<file path="src/rtl/systolic_array_param.sv">
// Output-stationary NxN systolic matrix multiplier with a runtime-selectable active size.
// A rows enter from the west and B columns from the north, skewed so that element k meets in PE(i,j) at k+i+j+1.
module systolic_array_param #(
    parameter int N  = 3,
    parameter int DW = 2,
    parameter int AW = 2*DW + $clog2(N) + 1
) (
    input  logic                  clk,
    input  logic                  rst,
    input  logic                  start,
    input  logic [$clog2(N+1)-1:0] size,
    input  logic                  in_valid,
    input  logic [N*DW-1:0]       a_vec,
    input  logic [N*DW-1:0]       b_vec,
    output logic                  in_ready,
    output logic                  busy,
    output logic                  done,
    output logic                  err,
    output logic [N*N*AW-1:0]     c_flat
);

    localparam int SW = $clog2(N+1);
    localparam int CW = $clog2(2*N);

    // Handshake: a vector moves on every rising edge where in_valid && in_ready;
    // in_ready depends only on the FSM state, never on in_valid.
    typedef enum logic [1:0] {IDLE, LOAD, DRAIN} state_t;

    state_t        state, state_d;
    logic [SW-1:0] s_q;
    logic [SW-1:0] k_q;
    logic [CW-1:0] cnt_q;
    logic [CW-1:0] drain_last;
    logic          done_d, err_d;
    logic          size_ok, start_ok, accept, last_vec;

    assign size_ok    = (size != '0) && (size <= SW'(N));
    assign start_ok   = (state == IDLE) && start && size_ok;
    assign accept     = in_valid && (state == LOAD);
    assign last_vec   = accept && (k_q == s_q - SW'(1));
    // The final product reaches PE(s-1,s-1) 2s-1 edges after the last vector is taken.
    assign drain_last = CW'({s_q, 1'b0}) - CW'(2);

    assign in_ready = (state == LOAD);
    assign busy     = (state != IDLE);

    always_ff @(posedge clk or posedge rst) begin
        if (rst) begin
            state <= IDLE;
            s_q   <= '0;
            k_q   <= '0;
            cnt_q <= '0;
            done  <= 1'b0;
            err   <= 1'b0;
        end else begin
            state <= state_d;
            done  <= done_d;
            err   <= err_d;
            if (start_ok) begin
                s_q <= size;
                k_q <= '0;
            end else if (accept) begin
                k_q <= k_q + SW'(1);
            end
            if (state != DRAIN) cnt_q <= '0;
            else                cnt_q <= cnt_q + CW'(1);
        end
    end

    always_comb begin
        state_d = state;
        done_d  = 1'b0;
        err_d   = 1'b0;
        case (state)
            IDLE: begin
                if (start) begin
                    if (size_ok) state_d = LOAD;
                    else         err_d   = 1'b1;
                end
            end
            LOAD: begin
                if (last_vec) state_d = DRAIN;
            end
            DRAIN: begin
                if (cnt_q == drain_last) begin
                    state_d = IDLE;
                    done_d  = 1'b1;
                end
            end
            default: state_d = IDLE;
        endcase
    end

    logic [DW-1:0] a_west    [N];
    logic          a_west_v  [N];
    logic [DW-1:0] b_north   [N];
    logic          b_north_v [N];
    logic [DW-1:0] a_east    [N][N-1];
    logic          a_east_v  [N][N-1];
    logic [DW-1:0] b_south   [N-1][N];
    logic          b_south_v [N-1][N];
    logic [AW-1:0] acc_w     [N][N];

    // Lane i carries i+1 registers: one capture stage plus i stages of skew.
    for (genvar i = 0; i < N; i++) begin : g_lane
        logic [DW-1:0] a_sr  [0:i];
        logic          a_sr_v[0:i];
        logic [DW-1:0] b_sr  [0:i];
        logic          b_sr_v[0:i];
        logic          lane_on;

        assign lane_on = SW'(i) < s_q;

        always_ff @(posedge clk or posedge rst) begin
            if (rst) begin
                for (int m = 0; m <= i; m++) begin
                    a_sr[m]   <= '0;
                    a_sr_v[m] <= 1'b0;
                    b_sr[m]   <= '0;
                    b_sr_v[m] <= 1'b0;
                end
            end else begin
                a_sr[0]   <= a_vec[i*DW +: DW];
                a_sr_v[0] <= accept && lane_on;
                b_sr[0]   <= b_vec[i*DW +: DW];
                b_sr_v[0] <= accept && lane_on;
                for (int m = 1; m <= i; m++) begin
                    a_sr[m]   <= a_sr[m-1];
                    a_sr_v[m] <= a_sr_v[m-1];
                    b_sr[m]   <= b_sr[m-1];
                    b_sr_v[m] <= b_sr_v[m-1];
                end
            end
        end

        assign a_west[i]    = a_sr[i];
        assign a_west_v[i]  = a_sr_v[i];
        assign b_north[i]   = b_sr[i];
        assign b_north_v[i] = b_sr_v[i];
    end

    for (genvar i = 0; i < N; i++) begin : g_row
        for (genvar j = 0; j < N; j++) begin : g_col
            logic [DW-1:0]   a_in, b_in;
            logic            a_in_v, b_in_v, pe_on;
            logic [2*DW-1:0] prod;
            logic [AW-1:0]   acc;

            if (j == 0) begin : g_wedge
                assign a_in   = a_west[i];
                assign a_in_v = a_west_v[i];
            end else begin : g_winner
                assign a_in   = a_east[i][j-1];
                assign a_in_v = a_east_v[i][j-1];
            end

            if (i == 0) begin : g_nedge
                assign b_in   = b_north[j];
                assign b_in_v = b_north_v[j];
            end else begin : g_ninner
                assign b_in   = b_south[i-1][j];
                assign b_in_v = b_south_v[i-1][j];
            end

            assign pe_on = (SW'(i) < s_q) && (SW'(j) < s_q);
            assign prod  = {{DW{1'b0}}, a_in} * {{DW{1'b0}}, b_in};

            always_ff @(posedge clk or posedge rst) begin
                if (rst)                              acc <= '0;
                else if (start_ok)                    acc <= '0;
                else if (a_in_v && b_in_v && pe_on)   acc <= acc + AW'(prod);
            end

            assign acc_w[i][j] = acc;

            // The last column and row have no neighbour, so nothing is forwarded past them.
            if (j < N-1) begin : g_fwd_e
                logic [DW-1:0] a_q;
                logic          a_q_v;
                always_ff @(posedge clk or posedge rst) begin
                    if (rst) begin
                        a_q   <= '0;
                        a_q_v <= 1'b0;
                    end else begin
                        a_q   <= a_in;
                        a_q_v <= a_in_v;
                    end
                end
                assign a_east[i][j]   = a_q;
                assign a_east_v[i][j] = a_q_v;
            end

            if (i < N-1) begin : g_fwd_s
                logic [DW-1:0] b_q;
                logic          b_q_v;
                always_ff @(posedge clk or posedge rst) begin
                    if (rst) begin
                        b_q   <= '0;
                        b_q_v <= 1'b0;
                    end else begin
                        b_q   <= b_in;
                        b_q_v <= b_in_v;
                    end
                end
                assign b_south[i][j]   = b_q;
                assign b_south_v[i][j] = b_q_v;
            end
        end
    end

    always_comb begin
        c_flat = '0;
        for (int i = 0; i < N; i++) begin
            for (int j = 0; j < N; j++) begin
                c_flat[(i*N+j)*AW +: AW] = acc_w[i][j];
            end
        end
    end

endmodule
</file>
<file path="config.mk">
export PLATFORM = sky130hd
export DESIGN_NAME = systolic_array_param
export DESIGN_NICKNAME = d
export VERILOG_FILES = /design/src/rtl/systolic_array_param.sv
export SDC_FILE = /design/constraint.sdc
export NUM_CORES = 1
export LEC_CHECK = 0
export ABC_AREA = 0
export CAP_MARGIN = 15
export CELL_PAD_IN_SITES_DETAIL_PLACEMENT = 0
export CELL_PAD_IN_SITES_GLOBAL_PLACEMENT = 1
export CORE_ASPECT_RATIO = 0.5
export CORE_MARGIN = 3
export CORE_UTILIZATION = 30
export CTS_BUF_LIST = sky130_fd_sc_hd__clkbuf_8
export DETAILED_ROUTE_END_ITERATION = 16
export GPL_TIMING_DRIVEN = 0
export PLACE_DENSITY_LB_ADDON = 0.1
export SLEW_MARGIN = 30
export SYNTH_ARGS = -nofsm -noshare
export SYNTH_HDL_FRONTEND = slang
export SYNTH_SLANG_ARGS = --single-unit
</file>
<file path="constraint.sdc">
create_clock -name clk -period 5.3 [get_ports clk]
set_clock_uncertainty 0.1 [all_clocks]
set_input_delay 1.06 -clock clk [delete_from_list [all_inputs] [get_ports clk]]
set_output_delay 1.06 -clock clk [all_outputs]
set_load 0.02 [all_outputs]
</file>
== Yosys cells after proc, flatten, opt, wreduce, memory -nomap -nowiden ==
Cells that the tools add are included.

* $add $sub $neg: 13
* Multipliers: 9
* Order comparisons: 4
* Equality and inequality tests: 9
* Multiplexer cells: 31
* Reductions and logical operators: 31

{| class="wikitable"
|+ Operator list
! operator !! number
|-
| two-way mux 7 bit || 18
|-
| adder 7 x 4 -> 7 bit || 9
|-
| multiplier 2 x 2 -> 4 bit || 9
|-
| logical AND 1 bit || 20
|-
| nonzero test 2 bit || 9
|-
| two-way mux 2 bit || 6
|-
| != test 2 bit (second input constant) || 4
|-
| one-hot mux 2 bit (3 select lines) || 1
|-
| two-way mux 1 bit || 5
|-
| < comparator 1 x 2 -> 1 bit (first input constant) || 2
|-
| AND reduction 4 bit || 1
|-
| adder 3 x 1 -> 3 bit (second input constant) || 1
|-
| equality test 3 bit || 1
|-
| two-way mux 3 bit || 1
|-
| subtractor 3 x 2 -> 3 bit (second input constant) || 1
|-
| adder 2 x 1 -> 2 bit (second input constant) || 1
|-
| equality test 2 x 1 -> 1 bit (second input constant) || 1
|-
| equality test 2 bit || 1
|-
| equality test 2 bit (second input constant) || 1
|-
| less-or-equal comparator 2 bit (second input constant) || 1
|-
| logical NOT 2 bit || 1
|-
| < comparator 2 bit (first input constant) || 1
|-
| != test 2 x 1 -> 1 bit (second input constant) || 1
|-
| subtractor 2 x 1 -> 2 bit (second input constant) || 1
|}

* Flip-flop bits (word level): 134
* Input bits: 18
* Output and inout port bits: 67

== Depth between registers and ports, before layout ==
Gate-level depths: netlist (run 1).

* Word-level depth: 5
* Gate-level depth with buffers: 9
* Depth with buffers taken out: 9

== Worst setup path after synthesis (run 1) ==
No wires, ideal clock.

* Path type: reg2reg
* Start point: reg g_row[0].g_col[1].acc[1]
* End point: reg g_row[0].g_col[1].acc[5]
* Setup time: 0.121 ns
* Arrival time: 2.133 ns
* Required time: 5.079 ns
* Path slack: 2.946 ns
* Stages on the path, launching flop included: 10
* Path buffers: 0
* Path through: dfrtp_1 -> inv_1 -> fa_1 -> inv_1 -> ha_1 -> fa_1 -> a21oi_1 -> nand4b_1 -> xor2_1 -> nor2_1

* Longest elaborated chain between the ends: 3

{| class="wikitable"
|+ Ends and longest elaborated chain
! item !! line !! source
|-
| start, declared || 147 || <nowiki>logic [AW-1:0] acc;</nowiki>
|-
| start signal, assigned || 171 || <nowiki>else if (a_in_v && b_in_v && pe_on) acc <= acc + AW'(prod);</nowiki>
|-
| adder 7 x 4 -> 7 bit || 171 ||
|-
| two-way mux 7 bit || 171 ||
|-
| two-way mux 7 bit || 170 || <nowiki>else if (start_ok) acc <= '0;</nowiki>
|}

Every way passes these cells. The select of a mux whose other input is x is not followed.
A chain may end at the register's enable or synchronous reset.

== Worst setup path after layout (run 1) ==
* Start point: reg state[0]
* End point: out in_ready

* Longest elaborated chain between the ends: 1

{| class="wikitable"
|+ Ends and longest elaborated chain
! item !! line !! source
|-
| start, declared || 29 || <nowiki>state_t state, state_d;</nowiki>
|-
| start signal, assigned || 56 || <nowiki>state <= state_d;</nowiki>
|-
| equality test 2 x 1 -> 1 bit || 44 || <nowiki>assign in_ready = (state == LOAD);</nowiki>
|-
| end, declared || 15 || <nowiki>output logic in_ready,</nowiki>
|}

Every way passes these cells.

==> metrics.yaml, run 1 <==
finish.utilization_pct: 39.5
final_area_mm2: 0.00784
clock-sinks: 134
synth_area_mm2: 0.00619
post-cts-setup-buffers: 0
slew_headroom_pct: 50.7
fillers: 1995
p_clk_share_pct: 33.8
rows: 36
hold_class: "flop to flop"
synthToLayoutAreaGrowth_pct: 26.6
postRouteAntennaNets: 0
power_density_mw_per_mm2: 360
pin_count: 85
worst_slew_pin_slew_ns: 0.739
crit_required_ns: 4.14
ctsHoldBuffers: 0
antenna_found_initial: 0
setup_violations: 0
p_switching_uw: 915
grt_pass1_wl_mm: 24.4
drtPass1Iterations: 4
final.min_clock_period_ns: 2.98
endpoint_kind: "output port"
seq_area_frac_synth_pct: 54.1
gp_congestion: 0.757
viasPerCell: 4.48
nNetsFinal: 745
drtIter0Drc: 140
fmax_mhz: 335
cts_resized: 0
ys_types: 34
die_y_um: 108
initial_utilization_pct: 31.2
yosys_warnings: 0
ys_ff_latch: 134
start_kind: "flop"
multiInputGateArea_mm2: 0.00265
clk_pin_slew_worst_paths_ns: 0.09
seqCellArea_mm2: 0.00335
cts_buffer_depth: 2
post_drt_wl_per_cell_um: 15.6
dieArea_mm2: 0.0225
port_buffers: 84
dp_hpwl_mm: 10.9
syn_inst: 556
final_layout_size_suffix_gt1_share_pct: 6.39
sw_frac_of_total_pct: 32.4
postRouteWirelength_mm: 14.7
crit_slowest_cell: "clkdlybuf4s50_1"
rsz0062_at_grt: "no"
core_mm2: 0.0199
antenna_cells: 0
slew_violations: 0
htreeDepth: 4
cpPeakStageDelay_ns: 0.67
hold_viol_final: 0
synth_nets: 641
cts_tree: "built"
p_int_mw: 1.91
p_seq_share_pct: 43.7
placedInstanceArea_mm2: 0.00740
worst-path-max-fanout: 5
max-vdd-ir-drop_mv: 0.142
p_leak_nw: 3.62
syn_avg_cell_area_um2: 11.1
fp.dieW_um: 209
grt_max_degree: 82
crit_chain: "nor2b_1 -> clkdlybuf4s50_1"
clk_latency_ns: 0.45
post-route-drc-count: 0
grt_overflow: 0
grt_pass1_vias: 4489
drv_cap: 0
pwr-share-comb_pct: 22.5
cts_buffers: 17
status: "completed"
cts-root-buf: "clkbuf_8"
vias: 4207
critical_path_class: "flop to output port"
finalCritPeriodShare_pct: 56.3
grtUsageTotal_pct: 14.0
worst-endpoint-arrival_ns: 1.82
-- sequential cells by signal, indices dropped and copies added (netlist names) --
signal,cells
g_row.g_col.b_in,4
g_row.g_col.a_in,4
done,1
g_row.g_col.g_fwd_s.b_q_v,4
s_q,2
g_row.g_col.b_in_v,2
g_lane.b_sr_v,4
g_lane.a_sr,8
g_lane.b_sr,8
k_q,2
state,2
g_row.g_col.g_fwd_e.a_q_v,2
g_row.g_col.g_fwd_s.b_q,12
err,1
g_row.g_col.g_fwd_e.a_q,12
cnt_q,3
g_row.g_col.acc,63
-- layer usage --
| metal | share of wire (%) | routed length, um | up-vias | GRT usage (%) |
|---|---|---|---|---|
| li1 | - | - | 2068 | - |
| met4 | 0.85 | 125 | 0 | 3.72 |
| met5 | 0 | 0 | - | 0 |
| met3 | 3.5 | 512 | 10 | 3.90 |
| met2 | 44 | 6490 | 48 | 21.1 |
| met1 | 51 | 7550 | 2081 | 20.0 |
-- placed cells by master, fill, tap and decap left out, types with 17 or more instances in the layout --
cell type	netlist	routed
xnor2_1	26	26
clkbuf_8	0	17
dfrtp_1	134	134
nor2_1	45	45
nand2_1	73	73
a21oi_1	54	54
ha_1	49	49
inv_1	36	36
clkdlybuf4s50_1	0	84
and2_1	19	19
fa_1	18	18
-- Yosys cell counts --
master    instances  share of area (%)
a211oi_1         13                1.6
a21o_1            2               0.24
a21oi_1          54                4.4
and2_1           19                1.9
and3_1            3               0.30
and4bb_1          1               0.20
buf_2             8               0.65
clkbuf_1          5               0.30
dfrtp_1         134                 54
fa_1             18                5.8
ha_1             49                9.9
inv_1            36                2.2
mux2i_1           6               0.97
nand2_1          73                4.4
nand2_2           1               0.10
nand2b_1          2               0.20
nand3_1          12               0.97
nand3b_1          1               0.12
nand4_1           4               0.40
nand4b_1          3               0.42
nor2_1           45                2.7
nor2b_1           1               0.10
nor3_1            4               0.32
nor3b_1           4               0.48
nor4_1            2               0.20
o21a_1            1               0.12
o21ai_0           8               0.65
o22ai_1           1               0.10
o31ai_1           2               0.24
or2_2             1               0.10
or3_1             7               0.71
or4_1             2               0.24
xnor2_1          26                3.7
xor2_1            8                1.1
-- layout make-up --
type	count	area share, %
flip-flops and latches	134	42.8
multi-input cells	373	33.8
repair buffers	85	11.1
well taps	266	4.25
clock buffers	17	2.98
clock inverters	15	2.59
inverters	36	1.82
plain buffers	13	0.750
-- power groups by stage --
stage / Clock, mW / Sequential [mW] / Combinational [mW]
2_1_floorplan: 0 / 1.27 / 0.367
3_3_place_gp: 0 / 1.25 / 0.640
3_5_place_dp: 0 / 1.25 / 0.651
4_1_cts: 0.993 / 1.23 / 0.654
5_1_grt: 1.04 / 1.25 / 0.725
6_report: 0.954 / 1.23 / 0.636
-- final timing paths --
path / startpoint / to / slack [ns] / depth (start not counted)
max reg2reg: g_row[0].g_col[0].g_fwd_e.a_q[0]$_DFF_PP0_ / g_row[0].g_col[1].acc[5]$_DFFE_PP0P_ / 2.88 / 9
max in group asynchronous: rst / g_row[0].g_col[0].acc[6]$_DFFE_PP0P_ / 3.45 / 3
max: state[0]$_DFFE_PP0P_ / in_ready / 2.32 / 2
min in group asynchronous: rst / err$_DFF_PP0_ / 0.92 / 2
min: g_lane[1].a_sr[2]$_DFF_PP0_ / g_row[1].g_col[0].a_in[0]$_DFF_PP0_ / 0.25 / 0
min reg2reg: g_lane[1].a_sr[2]$_DFF_PP0_ / g_row[1].g_col[0].a_in[0]$_DFF_PP0_ / 0.25 / 0
-- logic make-up after synthesis --
logic type	Yosys count	synth area share [%]
AO/OA/AOI/OAI	81	7.29
XOR/XNOR	34	4.81
adder cells (fa/ha/maj)	67	15.7
buffers and inverters	49	3.13
flip-flops	134	54.1
multiplexers	6	0.970
AND/OR/NAND/NOR	185	14.0
-- worst max-delay path, delay by kind of cell, from the launching register on --
kind                   cells  cell delay, ns
DFF                        1            0.38
and+or+nand+nor            1            0.32
buffers and inverters      1            0.67
-- through the flow --
stage          hold slack, ns  instances  setup TNS, ns  power (mW)  setup WS (ns)
4_1_cts                 0.254        939              0        2.88           2.26
5_1_grt                 0.256        939              0        3.01           2.15
3_5_place_dp            0.235        907              0        1.91           2.13
3_3_place_gp            0.233        906        -213.96        1.89          -1.60
6_report                0.250        939              0        2.82           2.32
2_1_floorplan           0.231        556              0        1.63          0.557
Power figures use the tool's default switching activity.
==> run 2, diff against run 1 <==
Clock period 5.3 ns to 2.7 ns, I/O delays scaled along.
==> metrics.yaml, run 2 (synthesized netlist as in run 1, its figures left out) <==
synthToLayoutAreaGrowth_pct: 27.9
gp_congestion: 0.779
grt_max_degree: 30
reg_top3: "g_row.g_col.acc (63), g_row.g_col.g_fwd_e.a_q (12), g_row.g_col.g_fwd_s.b_q (12)"
postRouteAntennaNets: 0
grt_use_met2_pct: 20.8
dp_hpwl_mm: 11.1
nNetsFinal: 749
crit_chain: "nor2b_1 -> clkdlybuf4s50_1"
hold_start: "g_lane[1].a_sr[2]$_DFF_PP0_"
port_buffers: 84
largest_register_ff_count: 63
antenna_cells: 0
ctsHoldBuffers: 0
cts_tree: "built"
initial_utilization_pct: 31.2
fillers: 1976
seqCellArea_mm2: 0.00335
cts-root-buf: "clkbuf_8"
worst-endpoint-arrival_ns: 1.81
max-vdd-ir-drop_mv: 0.366
hold_viol_final: 0
busiest_layer: "met2"
grt_pass1_vias: 4401
slew_headroom_pct: 50.9
finalPower_mw: 5.52
crit_slowest_cell: "clkdlybuf4s50_1"
grt_pass1_wl_mm: 24.0
start_kind: "flop"
finish.utilization_pct: 39.9
drtIter0Drc: 124
die_y_um: 108
cts_buffer_depth: 2
cts_buffers: 17
htreeDepth: 4
grt_use_met3_pct: 4.19
rows: 36
cts_resized: 0
fin_hold_ws_ns: 0.250
place_inst: 911
final_layout_size_suffix_gt1_share_pct: 6.65
power_density_mw_per_mm2: 697
p_leak_nw: 3.67
final_common_cell: "dfrtp_1"
antenna_found_initial: 0
grt_overflow: 0
fp.dieW_um: 209
pin_count: 85
finalCritPeriodShare_pct: 90.8
viasPerCell: 4.44
worst_slew_pin_slew_ns: 0.736
grtUsageTotal_pct: 13.9
crit_start: "state[1]$_DFFE_PP0P_"
regMostFlops: "g_row.g_col.acc"
core_mm2: 0.0199
slew_violations: 0
r2r_start: "g_row[0].g_col[1].b_in[1]$_DFF_PP0_"
setup_violations: 0
dieArea_mm2: 0.0225
multiInputGateArea_mm2: 0.00265
drv_cap: 0
endpoint_kind: "output port"
post-cts-setup-buffers: 0
crit_family: "buffers and inverters"
clk_pin_slew_worst_paths_ns: 0.08
worst-path-max-fanout: 5
fmax_mhz: 408
final_cell_mix: "dfrtp_1, clkdlybuf4s50_1, nand2_1"
rsz0062_at_grt: "no"
postRouteWirelength_mm: 14.5
use_met1_pct: 19.8
clock-sinks: 134
hold_class: "flop to flop"
status: "completed"
setup_tns_ns: 0
drtPass1Iterations: 4
cp_num_buf_inv: 1
cpPeakStageDelay_ns: 0.67
crit_required_ns: 2.06
vias: 4188
layoutNonFillerInstCount: 943
critical_path_class: "flop to output port"
post_drt_wl_per_cell_um: 15.4
post-route-drc-count: 0
clk_latency_ns: 0.44
final.min_clock_period_ns: 2.45
## run 2: stage by stage
step / worst slack, ns / instance area (um2)
floorplan: 0.346 / 6200
global placement: -1.01 / 7370
detailed placement: 0.0700 / 7490
CTS: 0.192 / 7920
global route: 0.0857 / 7920
finish: 0.248 / 7920
## run 2: path summary, 6_finish.rpt
path / end / slack [ns] / depth (start not counted)
hold reg to reg: g_row[1].g_col[0].a_in[0]$_DFF_PP0_ / 0.25 / 0
setup / recovery: in_ready / 0.25 / 2
setup reg to reg: g_row[0].g_col[1].acc[5]$_DFFE_PP0P_ / 0.28 / 9
hold / removal: g_row[1].g_col[0].a_in[0]$_DFF_PP0_ / 0.25 / 0
max in group asynchronous: g_lane[1].a_sr[3]$_DFF_PP0_ / 1.32 / 4
min in group asynchronous: g_row[1].g_col[2].acc[3]$_DFFE_PP0P_ / 0.42 / 2
## run 2: per-layer routing
metal  wire length [um]  up-vias
met5                  0        -
met2               6360       51
met3                613        9
met4                121        0
li1                   -     2080
met1               7420     2048
## run 2: power breakdown
group,switching [mW],total [mW],internal [mW],leakage [nW]
clock,0.825,1.85,1.03,0.219
sequential,0.203,2.42,2.21,1.74
combinational,0.728,1.26,0.527,1.71
total,1.76,5.52,3.77,3.67
## run 2: cell type report
type	count	area share, %
multi-input cells	373	33.4
plain buffers	13	0.742
well taps	266	4.20
repair buffers	89	12.1
flip-flops and latches	134	42.3
clock inverters	14	2.34
inverters	36	1.75
clock buffers	18	3.13
==> run 3, diff against run 2 <==
==> constraint.sdc (replaced) <==
create_clock -name clk -period 2.7 [get_ports clk]
set_clock_uncertainty 0.1 [all_clocks]
set_input_delay 0.405 -clock clk [delete_from_list [all_inputs] [get_ports clk]]
set_output_delay 0.405 -clock clk [all_outputs]
set_load 0.02 [all_outputs]
==> results of run 3 <==
The final DEF is identical to that of run 2. Status: completed.
Among the figures that moved: setup slack after placement 0.0700 ns -> 0.205 ns; clock-pin slew on the worst setup and hold paths 0.08 ns -> 0.09 ns; setup slack after layout 0.248 ns -> 0.277 ns; start point of the critical path state[1]$_DFFE_PP0P_ -> g_row[0].g_col[1].b_in[1]$_DFF_PP0_; end point of the critical path in_ready -> g_row[0].g_col[1].acc[5]$_DFFE_PP0P_
